`src/rtl/column_fetcher.sv`:
```
// Column fetcher: watches the angle index, and on every change reads one LED
// column from the frame RAM and streams it to the LED driver over valid/ready.
// A small two-entry output FIFO with read credits absorbs downstream stalls.
module column_fetcher #(
    parameter int NB_ANGLES  = 128,
    parameter int NB_LEDS    = 32,
    parameter int DATA_WIDTH = 24,
    localparam int AW         = $clog2(NB_ANGLES),
    localparam int LW         = $clog2(NB_LEDS),
    localparam int ADDR_WIDTH = AW + LW
) (
    input  logic                  clk,
    input  logic                  rst,
    input  logic [AW-1:0]         angle,
    output logic                  rd_en,
    output logic [ADDR_WIDTH-1:0] rd_addr,
    input  logic [DATA_WIDTH-1:0] rd_data,
    output logic [DATA_WIDTH-1:0] pix_data,
    output logic                  pix_valid,
    input  logic                  pix_ready,
    output logic                  pix_last,
    output logic [AW-1:0]         pix_angle,
    output logic                  busy,
    output logic                  overrun
);

    typedef enum logic [1:0] {
        IDLE  = 2'd0,
        FETCH = 2'd1,
        DRAIN = 2'd2
    } state_t;

    state_t state;
    state_t state_next;

    // Change detection and the single-slot pending request
    logic [AW-1:0] prev_angle;
    logic          change;
    logic          pending;
    logic [AW-1:0] pending_angle;
    logic          consume;
    logic          direct;
    logic          start;
    logic [AW-1:0] start_angle;

    // Column read side
    logic [AW-1:0] angle_latched;
    logic [LW-1:0] led_idx;
    logic          last_read;
    logic          credit_ok;
    logic [2:0]    occ_next;

    // Read in flight: tags travel alongside the RAM's one-cycle latency
    logic          in_flight;
    logic          in_flight_last;
    logic [AW-1:0] in_flight_angle;

    // Two-entry output FIFO
    logic [DATA_WIDTH-1:0] fifo_data  [2];
    logic                  fifo_last  [2];
    logic [AW-1:0]         fifo_angle [2];
    logic                  wr_ptr;
    logic                  rd_ptr;
    logic [1:0]            fifo_count;
    logic                  push;
    logic                  pop;

    assign change  = (angle != prev_angle);
    assign consume = (state == IDLE) && pending;
    // With nothing pending, a change seen while idle starts a column straight away
    assign direct  = (state == IDLE) && !pending && change;
    assign start   = consume || direct;
    assign start_angle = pending ? pending_angle : angle;

    assign pix_valid = (fifo_count != 2'd0);
    assign pop       = pix_valid && pix_ready;
    assign push      = in_flight;

    // Occupancy after this cycle's pop, counting reads whose data is still on its way
    assign occ_next  = 3'(fifo_count) + 3'(in_flight) - 3'(pop);
    assign credit_ok = (occ_next < 3'd2);

    assign rd_en     = (state == FETCH) && credit_ok;
    assign rd_addr   = {angle_latched, led_idx};
    assign last_read = rd_en && (led_idx == LW'(NB_LEDS - 1));
    assign busy      = (state != IDLE);

    assign pix_data  = pix_valid ? fifo_data[rd_ptr]  : '0;
    assign pix_last  = pix_valid ? fifo_last[rd_ptr]  : 1'b0;
    assign pix_angle = pix_valid ? fifo_angle[rd_ptr] : '0;

    // State register
    always_ff @(posedge clk or posedge rst) begin
        if (rst) begin
            state <= IDLE;
        end else begin
            state <= state_next;
        end
    end

    // Next-state logic: idle until a request, read the column, then drain the FIFO
    always_comb begin
        state_next = state;
        case (state)
            IDLE: begin
                if (start) begin
                    state_next = FETCH;
                end
            end
            FETCH: begin
                if (last_read) begin
                    state_next = DRAIN;
                end
            end
            DRAIN: begin
                if (pop && pix_last) begin
                    state_next = IDLE;
                end
            end
            default: state_next = IDLE;
        endcase
    end

    // Angle tracking, pending request, overrun pulse and column read counters
    always_ff @(posedge clk or posedge rst) begin
        if (rst) begin
            prev_angle      <= '0;
            pending         <= 1'b1;
            pending_angle   <= '0;
            overrun         <= 1'b0;
            angle_latched   <= '0;
            led_idx         <= '0;
            in_flight       <= 1'b0;
            in_flight_last  <= 1'b0;
            in_flight_angle <= '0;
        end else begin
            prev_angle <= angle;
            overrun    <= change && pending && !consume;

            if (change && !direct) begin
                pending       <= 1'b1;
                pending_angle <= angle;
            end else if (consume) begin
                pending <= 1'b0;
            end

            if (start) begin
                angle_latched <= start_angle;
                led_idx       <= '0;
            end else if (rd_en) begin
                led_idx <= led_idx + 1'b1;
            end

            in_flight       <= rd_en;
            in_flight_last  <= last_read;
            in_flight_angle <= angle_latched;
        end
    end

    // FIFO pointers and occupancy
    always_ff @(posedge clk or posedge rst) begin
        if (rst) begin
            wr_ptr     <= 1'b0;
            rd_ptr     <= 1'b0;
            fifo_count <= 2'd0;
        end else begin
            if (push) begin
                wr_ptr <= ~wr_ptr;
            end
            if (pop) begin
                rd_ptr <= ~rd_ptr;
            end
            fifo_count <= fifo_count + 2'(push) - 2'(pop);
        end
    end

    // FIFO storage: RAM word plus its last/angle tags, captured when the read returns
    always_ff @(posedge clk or posedge rst) begin
        if (rst) begin
            for (int i = 0; i < 2; i++) begin
                fifo_data[i]  <= '0;
                fifo_last[i]  <= 1'b0;
                fifo_angle[i] <= '0;
            end
        end else if (push) begin
            fifo_data[wr_ptr]  <= rd_data;
            fifo_last[wr_ptr]  <= in_flight_last;
            fifo_angle[wr_ptr] <= in_flight_angle;
        end
    end

endmodule

```
`config.mk`:
```
export PLATFORM = sky130hd
export DESIGN_NAME = column_fetcher
export DESIGN_NICKNAME = d
export VERILOG_FILES = /design/src/rtl/column_fetcher.sv
export SDC_FILE = /design/constraint.sdc
export NUM_CORES = 1
export LEC_CHECK = 0
export BUFFER_PORTS_ARGS = -buffer_cell sky130_fd_sc_hd__clkbuf_2
export CAP_MARGIN = 25
export CORE_MARGIN = 2
export CORE_UTILIZATION = 52
export CTS_BUF_LIST = sky130_fd_sc_hd__clkbuf_4
export DETAILED_ROUTE_END_ITERATION = 7
export PLACE_DENSITY = 0.82
export SYNTH_ARGS = -nofsm -noshare
export SYNTH_HDL_FRONTEND = slang
export SYNTH_SLANG_ARGS = --single-unit
```
`constraint.sdc`:
```
create_clock -name clk -period 3.35 [get_ports clk]
set_input_delay 0.67 -clock clk [delete_from_list [all_inputs] [get_ports clk]]
set_output_delay 0.67 -clock clk [all_outputs]
set_load 0.005 [all_outputs]
```
Word level (Yosys, flattened, before mapping):

Index checks and enable logic that the tools add are counted.

* magnitude comparators: 4
* muxes and demuxes: 30
* bitwise gates (word level): 4
* eq/ne operators: 7
* add/subtract/negate cells: 5
* reduce and logical (&&, ||, !) cells: 21

Operators by type and width (number)
* $mux 24: 5
* $bwmux 48: 1
* $mux 7: 6
* $demux 24 s1: 1
* $bwmux 14: 1
* $logic_and 1x1->1: 11
* $mux 5: 2
* $reduce_bool 2->1: 4
* $demux 7 s1: 1
* $mux 1: 7
* $ne 7x7->1: 1
* $mux 2: 3
* $ne 2x2->1 const B: 3
* $pmux 2 s3: 1
* $add 5x1->5 const B: 1
* $eq 5x5->1 const B: 1
* $ge 2x2->1 const B: 2
* $not 1->2: 2
* $add 2x1->3: 1
* $logic_not 1->1: 3
* $lt 3x2->1 const B: 1
* $reduce_and 3->1: 1
* $sub 3x1->3: 1
* $add 2x1->2: 1
* other kinds (9): 10

* register bits after elaboration: 107
* output and inout bits: 48

Depth between registers and ports, before layout:

Gate-level depths: netlist of the first run.

* word-level depth: 8
* mapped depth: 13

Worst setup path after synthesis of the first run:

Ideal clock, no wire load.

* path kind: register to output
* start point: reg fifo_count[1]
* end point: out rd_en
* slack: 0.345 ns
* cell stages (with the launch flop): 12
* arrival time: 2.335 ns
* buffers on the path: 0
* path through: dfrtp_1 -> nor2_1 -> inv_1 -> nand2_1 -> inv_1 -> ha_1 -> inv_1 -> ha_1 -> fa_1 -> nor3b_1 -> nand2_1 -> inv_1

* word-level cells in the longest chain between the ends: 5

Ends and longest elaborated chain
* start, declared: line 64 `logic [1:0] fifo_count;`
* start signal, assigned: line 173 `fifo_count <= fifo_count + 2'(push) - 2'(pop);`
* $reduce_bool 2->1: line 75 `assign pix_valid = (fifo_count != 2'd0);`
* via pix_valid: line 19 `output logic pix_valid,`
* $logic_and 1x1->1: line 76 `assign pop = pix_valid && pix_ready;`
* via pop: line 66 `logic pop;`
* $sub 3x1->3: line 80 `assign occ_next = 3'(fifo_count) + 3'(in_flight) - 3'(pop);`
* via occ_next[1]: line 51 `logic [2:0] occ_next;`
* $lt 3x2->1: line 81 `assign credit_ok = (occ_next < 3'd2);`
* $logic_and 1x1->1: line 83 `assign rd_en = (state == FETCH) && credit_ok;`
* end, declared: line 15 `output logic rd_en,`

The timed path passes the listed nets, and every way through them passes these cells.

Worst setup path in the final report of the first run:

* start point: reg fifo_count[0]
* end point: out rd_en

* word-level cells in the longest chain between the ends: 5

Ends and longest elaborated chain (line)
* $reduce_bool 2->1: 75
* $logic_and 1x1->1: 76
* via pop: 66
* $sub 3x1->3: 80
* via occ_next[1]: 51
* $lt 3x2->1: 81
* $logic_and 1x1->1: 83

The timed path passes the listed nets, and every way through them passes these cells.

==> metrics.txt, run 1 <==
final setup margin -0.0137 ns; via count 3078; M1 WL 3.96 mm; Max Used Layer met4; crit path DAT 2.69 ns; routability cong. 0.793; layout cells sized above 1 0.438; Critical Path Start Type flip-flop; Top Ports 82; DRT iter0 DRCs 85; Detailed Route WL 9.03 mm; antenna viol nets, final 0; ys flop type dfrtp_1; pin count of the biggest net entering global routing 45; hold_buf cts 0; initial core utilization 0.534; setup TNS -0.0137 ns; VDD IR-drop max 313 uV; R2R Setup Slk 0.26 ns; status finished with violations; post-synthesis cell type count 32; root buf cell clkbuf_4; clock buffer depth 2; post-synthesis cell count 360; CTS tree built; # clock sinks 107; Routed WL per cell 16.0 um; core area 0.00872 mm2; initial antenna violation count 0; Setup-failing EPs final 1; Synth top area share 0.570; grt ovf 0; H-tree Lvls 3; FF-to-FF Start fifo_count[0]; MaxCap Viol Count 0; Synth async-reset ratio 1.00; Post-synth EDFFs 0; sequential-to-total area share from yosys stat 0.576; actual slew at the worst max-slew pin 1.03 ns; worst slew margin relative to its limit 0.313; wire length of the first global-routing pass 14.9 mm; Post-Syn Area 0.00465 mm2; Hold Vio Cnt, Final 0; Vias per Instance 5.45; Mapped Nets 399; Leak 2.68 nW; worst skew pair latency 0.43 ns; dpl hpwl 5.69 mm; post-route DRC violation count 0; Crit. End Element output pin; critical path class flip-flop to output pin; Highest Clock Rate 0.297 GHz; Antenna Diode Count 0; wire length on met2 4.51 mm; worst slack, placed 0.0843 ns; Slew Limit Fails 0; Min Clock Period, post-route 3.36 ns; FF-to-FF path depth 19; area grow syn2layout 17.2%; area leader, netlist dfrtp_1; PD cells 511 mW/mm2; #FFs+latches synth 107; RR Endpoint state[0]; unrepaired setup endpoints after global routing true; clock slew at reported path FFs 0.14 ns; met3 wire length 391 um; Layout Nets 492; Final period util 1.00; Mean Syn Cell Area 12.9 um2; Port Buffers 81; Die Area 0.00972 mm2; Final Skew 0.0120 ns; vias in the first global route 3164; violated checks setup timing; CTS buffer count 9; top post-synthesis cells by area dfrtp_1 (57%), mux2_2 (17%), mux2i_1 (6.9%); Hold Path Class input port to asynchronous set/reset pin; Global Route Usage Sum 0.190; critical path peak fanout 2; yosys synthesis warning count 0; Pre-Repair DR Iteration Count 4; die height 98.6 um; # rows 34; Worst EP required 2.68 ns; Die W 98.6 um
report_power, final:
| part | internal, mW | total [mW] | switching [mW] |
|---|---|---|---|
| registers | 1.35 | 1.49 | 0.137 |
| logic | 0.355 | 0.694 | 0.339 |
| clock network | 0.218 | 0.608 | 0.390 |
cell usage in the layout, fill, tap and decap left out, drive strengths merged:
| master | Yosys | final |
|---|---|---|
| nor4 | 1 | 1 |
| ha | 4 | 4 |
| o311a | 1 | 1 |
| nand2 | 9 | 9 |
| mux2 | 71 | 71 |
| maj3 | 1 | 1 |
| inv | 11 | 10 |
| fa | 1 | 1 |
| clkinvlp | 0 | 3 |
| clkinv | 1 | 4 |
| or3 | 1 | 1 |
| bufinv | 0 | 1 |
| xnor2 | 2 | 2 |
| nor3b | 1 | 1 |
| nand2b | 1 | 1 |
| o2111ai | 7 | 7 |
| dfstp | 1 | 1 |
| a21oi | 9 | 9 |
| nor2 | 38 | 38 |
| clkbuf | 11 | 90 |
| nand4 | 7 | 7 |
| and3 | 10 | 10 |
| o31ai | 1 | 1 |
| a22oi | 1 | 1 |
| a31oi | 1 | 1 |
| mux2i | 32 | 32 |
| dfrtp | 106 | 106 |
| nor3 | 1 | 1 |
| buf | 9 | 21 |
| or4 | 1 | 1 |
| xor2 | 11 | 11 |
| nand3 | 9 | 9 |
cell usage after synthesis, types with 2 or more instances:
cell and instances:
dfrtp_1 106, mux2_2 69, nor2_1 38, mux2i_1 32
clkbuf_1 11, inv_1 11, xor2_1 11, and3_1 10
a21oi_1 9, nand2_1 9, nand3_1 9, nand4_1 7
o2111ai_1 7, buf_1 6, ha_1 4, buf_2 3
mux2_1 2, xnor2_1 2
per-stage QoR:
stage | cell area (um2) | total power [mW] | hold WS [ns] | instances | util
after global routing | 5450 | 2.95 | 0.350 | 565 | 0.625
after floorplan | 4660 | 1.87 | 0.415 | 360 | -
after CTS | 5420 | 2.77 | 0.324 | 563 | 0.621
after detailed placement | 5180 | 2.15 | 0.433 | 535 | 0.594
after global placement | 5180 | 2.13 | 0.423 | 535 | 0.594
final | 5450 | 2.79 | 0.335 | 565 | 0.625
how the worst max path moves through the flow:
stage | slack [ns] | end | start | cells after the start
after floorplan | 0.34 | rd_en | fifo_count[1] | 11
after global placement | 0.16 | rd_en | pix_ready | 11
after detailed placement | 0.08 | rd_en | pix_ready | 11
after CTS | 0.02 | rd_en | fifo_count[1] | 12
after global routing | -0.12 | rd_en | fifo_count[0] | 12
final | -0.01 | rd_en | fifo_count[0] | 12
critical path, cell delays in order, from the launching register on:
cell      delay, ns
dfrtp_1        0.43
nor2_2         0.18
inv_2          0.06
nand2_2        0.08
inv_2          0.05
ha_4           0.25
inv_2          0.04
ha_4           0.15
fa_1           0.49
nor3b_2        0.23
nand2_1        0.12
inv_2          0.08
clkbuf_2       0.10
layout make-up:
type | count | area, um2
Timing Repair Buffer | 102 | 576
Inverter | 12 | 48.8
Fill cell | 696 | 3270
Multi-Input combinational cell | 221 | 1890
Clock inverter | 6 | 57.6
Tap cell | 108 | 135
Clock buffer | 9 | 67.6
Sequential cell | 107 | 2680
flip-flops by register name, indices dropped and copies added, names as in the netlist:
name and count:
angle_latched 7, fifo_angle 14, fifo_count 2, fifo_data 48, fifo_last 2, in_flight 1, in_flight_angle 7, in_flight_last 1
led_idx 5, overrun 1, pending 1, pending_angle 7, prev_angle 7, rd_ptr 1, state 2, wr_ptr 1
routing by layer:
layer / track usage / vias up
met5: 0 / -
met4: 0.0695 / 0
met3: 0.0355 / 17
met2: 0.330 / 85
met1: 0.240 / 1531
li1: - / 1445
timing repair:
item,in CTS,in global routing
setup buffers,13,2
endpoints found under the setup margin,1,1
pin swaps,4,5
resized for setup,4,5
cells by family after synthesis:
logic type	count (synthesis)	share of synthesized area
flops	107	0.576
mux	103	0.241
compound gates	20	0.0325
fa+ha+maj	6	0.0172
buf+inv	32	0.0266
simple gates	79	0.0831
xor+xnor	13	0.0245
No activity file was read; power rests on OpenSTA's default activity.
==> run 2: changes to the inputs <==
--- a/config.mk
+++ b/config.mk
@@ -12,6 +12,7 @@
 export CTS_BUF_LIST = sky130_fd_sc_hd__clkbuf_4
 export DETAILED_ROUTE_END_ITERATION = 7
 export PLACE_DENSITY = 0.82
+export RECOVER_POWER = 50
 export SYNTH_ARGS = -nofsm -noshare
 export SYNTH_HDL_FRONTEND = slang
 export SYNTH_SLANG_ARGS = --single-unit
==> metrics.txt, run 2 (synthesized netlist as in run 1, its figures left out) <==
status finished with violations; violated checks capacitance limit, slew limit, setup timing; MaxCap Viol Count 1 (+1); clock buffer depth 2 (unchanged); Setup-failing EPs final 1 (unchanged); vias in the first global route 3164 (unchanged); Final Skew 0.0132 ns (+0.00115 ns); # rows 34 (unchanged); grt ovf 0 (unchanged); Detailed Route WL 9.05 mm (+0.29%); Post-Place Cells 535 (unchanged); commonest non-fill, non-tap cell in the layout dfrtp_1; Vias per Instance 5.45 (about the same); Global Route Usage Sum 0.190 (unchanged); critical path class flip-flop to output pin; dpl hpwl 5.69 mm (unchanged); Min Clock Period, post-route 3.36 ns (+0.000282 ns); Crit. End Element output pin; PD cells 513 mW/mm2 (+0.42%); initial core utilization 0.534 (unchanged); final setup margin -0.0140 ns (-0.000282 ns); Antenna Diode Count 0 (unchanged); unrepaired setup endpoints after global routing true; Worst EP required 2.68 ns (about the same); Leak 2.65 nW (-1.2%); Pre-Repair DR Iteration Count 4 (unchanged); worst skew pair latency 0.43 ns (about the same); Highest Clock Rate 0.297 GHz (about the same); via count 3080 (+0.065%); final std cells w/o fill 565 (unchanged); fin area 0.00542 mm2 (-0.57%); initial antenna violation count 0 (unchanged); clock slew at reported path FFs 0.14 ns (about the same); Hold Path Class input port to flip-flop; layout cells sized above 1 0.418 (-0.0197); most frequent cells in the layout dfrtp_1 (105), clkbuf_2 (74), mux2_2 (69); post-route DRC violation count 0 (unchanged); CTS buffer count 9 (unchanged); routability cong. 0.793 (unchanged); Die Area 0.00972 mm2 (unchanged); Critical Path Start Type flip-flop; Final Power 2.78 mW (-0.15%); Port Buffers 81 (unchanged); antenna viol nets, final 0 (unchanged); wire length of the first global-routing pass 14.9 mm (unchanged); Slew Limit Fails 33 (+33); Final period util 1.00 (about the same); core area 0.00872 mm2 (unchanged); CTS tree built; root buf cell clkbuf_4; Top reg by flops fifo_data; actual slew at the worst max-slew pin 1.64 ns (+0.612 ns); placed cell area 0.00518 mm2 (unchanged); Top Ports 82 (unchanged); crit path DAT 2.69 ns (about the same); Die W 98.6 um (unchanged); Hold Vio Cnt, Final 0 (unchanged); Top Registers fifo_data: 48 flops, fifo_angle: 14 flops; area grow syn2layout 16.5%; pin count of the biggest net entering global routing 45 (unchanged); H-tree Lvls 3 (unchanged); # clock sinks 107 (unchanged); DRT iter0 DRCs 87 (+2.4%); critical path peak fanout 2 (unchanged); die height 98.6 um (unchanged); Layout Nets 492 (unchanged); max reg flops 48 (unchanged); Routed WL per cell 16.0 um (+0.29%); VDD IR-drop max 312 uV (-0.19%); hold_buf cts 0 (unchanged); worst slew margin relative to its limit -0.0954 (-0.408)
-- run 2: path summary, 6_finish.rpt --
path | slack [ns] | cells after the start | to | startpoint
worst max-delay path | -0.01 | 12 | rd_en | fifo_count[0]
worst min register to register | 0.45 | 0 | in_flight_angle[5] | angle_latched[5]
worst max register to register | 0.26 | 19 | state[0] | fifo_count[0]
min in group asynchronous | 0.53 | 2 | wr_ptr | rst
worst min-delay path | 0.41 | 1 | prev_angle[3] | angle[3]
max in group asynchronous | 0.76 | 3 | angle_latched[5] | rst
-- run 2: what timing repair did --
action	in CTS	in global routing
endpoints found under the setup margin	1	1
pin swaps	4	5
buffers inserted	13	2
resized for setup	4	5
hold endpoints to repair	0	0
-- run 2: per-stage QoR --
step / TNS [ns] / hold WS [ns] / setup WS, ns / util
6_report: -0.0140 / 0.415 / -0.0140 / 0.622
5_1_grt: -0.119 / 0.367 / -0.119 / 0.622
4_1_cts: 0 / 0.324 / 0.0172 / 0.621
3_5_place_dp: 0 / 0.433 / 0.0843 / 0.594
3_3_place_gp: 0 / 0.423 / 0.163 / 0.594
2_1_floorplan: 0 / 0.415 / 0.345 / -
-- run 2: routing by layer --
metal / routed length, um / vias to the layer above / track usage
met5: 0 / - / 0
met4: 162 / 0 / 0.0695
met3: 426 / 17 / 0.0355
met2: 4530 / 93 / 0.330
met1: 3940 / 1527 / 0.240
li1: - / 1443 / -
-- run 2: where the power goes --
part,switching [mW],total [mW],internal [mW]
sequential,0.136,1.49,1.35
combinational,0.339,0.690,0.351
clock,0.391,0.609,0.218
-- run 2: cell type report --
class | instances | area [um2]
Multi-Input combinational cell | 221 | 1890
Clock inverter | 6 | 57.6
Tap cell | 108 | 135
Inverter | 12 | 46.3
Sequential cell | 107 | 2680
Timing Repair Buffer | 102 | 547
Fill cell | 702 | 3300
Clock buffer | 9 | 67.6
-- run 2: worst max-delay path, stage by stage (launching register included) --
cell,delay [ns]
dfrtp_1,0.43
nor2_2,0.18
inv_2,0.06
nand2_2,0.08
inv_2,0.05
ha_4,0.25
inv_2,0.04
ha_4,0.15
fa_1,0.49
nor3b_2,0.23
nand2_1,0.12
inv_2,0.08
clkbuf_2,0.10
==> run 3: changes to the inputs <==
--- a/config.mk
+++ b/config.mk
@@ -7,12 +7,15 @@
 export LEC_CHECK = 0
 export BUFFER_PORTS_ARGS = -buffer_cell sky130_fd_sc_hd__clkbuf_2
 export CAP_MARGIN = 25
+export CELL_PAD_IN_SITES_DETAIL_PLACEMENT = 0
+export CELL_PAD_IN_SITES_GLOBAL_PLACEMENT = 2
 export CORE_MARGIN = 2
-export CORE_UTILIZATION = 52
+export CORE_UTILIZATION = 35
 export CTS_BUF_LIST = sky130_fd_sc_hd__clkbuf_4
 export DETAILED_ROUTE_END_ITERATION = 7
-export PLACE_DENSITY = 0.82
+export PLACE_DENSITY = 0.81
 export RECOVER_POWER = 50
+export REMOVE_ABC_BUFFERS = 1
 export SYNTH_ARGS = -nofsm -noshare
 export SYNTH_HDL_FRONTEND = slang
 export SYNTH_SLANG_ARGS = --single-unit
==> metrics.txt, run 3 (synthesized netlist as in run 1, its figures left out) <==
critical path peak fanout 2 (unchanged); Antenna Diode Count 0 (unchanged); Critical Path Start Type flip-flop; Vias per Instance 4.79 (-12%); worst slack, placed 0.136 ns (+0.0513 ns); Routed WL per cell 14.6 um (-8.6%); Hold Vio Cnt, Final 0 (unchanged); actual slew at the worst max-slew pin 1.88 ns (+0.238 ns); # clock sinks 107 (unchanged); CTS buffer count 9 (unchanged); PD cells 516 mW/mm2 (+0.43%); root buf cell clkbuf_4; max reg flops 48 (unchanged); Top Registers fifo_data: 48 flops, fifo_angle: 14 flops; pin count of the biggest net entering global routing 51 (+13%); Die W 119 um (+21%); initial antenna violation count 0 (unchanged); Top Ports 82 (unchanged); placed cell area 0.00528 mm2 (+1.8%); H-tree Lvls 3 (unchanged); Die Area 0.0142 mm2 (+46%); worst skew pair latency 0.45 ns (+0.02 ns); CTS tree built; Detailed Route WL 9.31 mm (+2.8%); Top reg by flops fifo_data; Worst EP required 2.68 ns (about the same); Fill cells 1289 (+84%); Min Clock Period, post-route 3.30 ns (-0.0616 ns); Crit. End Element output pin; wire length of the first global-routing pass 15.5 mm (+4.0%); Hold Path Class input port to flip-flop; Layout Nets 495 (+0.61%); Final period util 0.986 (-0.0184); Highest Clock Rate 0.303 GHz (+1.9%); initial core utilization 0.354 (-0.179); CP Launch Point fifo_count[0]; routability cong. 0.742 (-6.5%); area grow syn2layout 18.6%; unrepaired setup endpoints after global routing true; Slew Limit Fails 44 (+33%); worst slew margin relative to its limit -0.261 (-0.165); # rows 42 (+24%); via count 3048 (-1.0%); die height 119 um (+21%); clock slew at reported path FFs 0.15 ns (about the same); final setup margin 0.0476 ns (+0.0616 ns); post-route DRC violation count 0 (unchanged); MaxCap Viol Count 1 (unchanged); FF-to-FF Start fifo_count[0]; hold path cells 1 (unchanged); Pre-Repair DR Iteration Count 4 (unchanged); VDD IR-drop max 319 uV (+2.3%); Leak 2.66 nW (+0.49%); critical path class flip-flop to output pin; hold_buf cts 0 (unchanged); commonest non-fill, non-tap cell in the layout dfrtp_1; fin area 0.00552 mm2 (+1.8%); Port Buffers 81 (unchanged); vias in the first global route 3107 (-1.8%); antenna viol nets, final 0 (unchanged); status finished with violations; Global Route Usage Sum 0.139 (-0.0513); grt ovf 0 (unchanged); dpl hpwl 6.12 mm (+7.4%); violated checks capacitance limit, slew limit; Final Skew 0.0109 ns (-0.00226 ns); FF-to-FF path depth 14 (-5); layout cells sized above 1 0.424 (+0.00597); Setup-failing EPs final 0 (-1); DRT iter0 DRCs 156 (+79%); core area 0.0131 mm2 (+51%); most frequent cells in the layout dfrtp_1 (105), clkbuf_2 (73), mux2_2 (69); crit path DAT 2.63 ns (-0.06 ns); clock buffer depth 2 (unchanged); Final Power 2.85 mW (+2.3%); Hold Startpoint angle[3]
[run 3: changes by cell type in the layout (fill, tap and decap cells not counted), moves of 2 or more]
cell,change
buf_4,+2
buf_6,+2
clkbuf_4,+2
clkinv_2,+2
clkinvlp_4,-2
[run 3: power breakdown]
group | internal, mW | switching (mW)
Clock | 0.161 | 0.388
Sequential | 1.35 | 0.0654
Combinational | 0.445 | 0.437
[run 3: cell type report]
class	count	area, um2	area share
tap	176	220	0.0399
sequential	107	2680	0.485
multi-input combinational	221	1890	0.343
clock inverter	4	18.8	0.00340
clock buffer	11	82.6	0.0150
timing repair buffer	105	579	0.105
inverter	12	46.3	0.00838
[run 3: metal layers]
metal  GRT usage  routed length (um)  up-vias  part of all wire
li1            -                   -     1453                 -
met1       0.177                4220     1510              0.45
met2       0.226                4430       80              0.48
met3      0.0532                 583        5             0.063
met4      0.0309                  77        0            0.0083
met5           0                   0        -                 0
[run 3: path summary, 6_finish.rpt]
path	end	slack, ns
worst max-delay path	rd_en	0.05
worst min-delay path	prev_angle[3]	0.38
worst max register to register	state[0]	0.82
worst min register to register	in_flight_angle[5]	0.45
max in group asynchronous	fifo_data[17]	0.82
min in group asynchronous	angle_latched[1]	0.65
[run 3: critical path, cell delays in order (launching register included)]
cell,delay [ns]
dfrtp_1,0.42
nor2_2,0.14
inv_2,0.07
nand2_4,0.07
inv_2,0.04
ha_4,0.25
inv_2,0.04
ha_4,0.14
fa_1,0.48
nor3b_2,0.22
nand2_1,0.12
inv_2,0.08
clkbuf_2,0.10
[run 3: through the flow]
stage	TNS, ns	std cells	utilization	hold slack (ns)
global placement	0	604	0.402	0.440
finish	0	636	0.420	0.383
floorplan	-16.58	340	-	0.415
global route	-0.139	636	0.420	0.310
CTS	-0.0743	635	0.421	0.218
detailed placement	0	604	0.402	0.431
[run 3: repair_timing]
| action | in CTS | in global routing |
|---|---|---|
| gates resized for setup | 7 | 5 |
| hold endpoints to repair | 0 | 0 |
| endpoints found under the setup margin | 1 | 2 |
| pin swaps | 5 | 4 |
| buffers inserted | 16 | 3 |
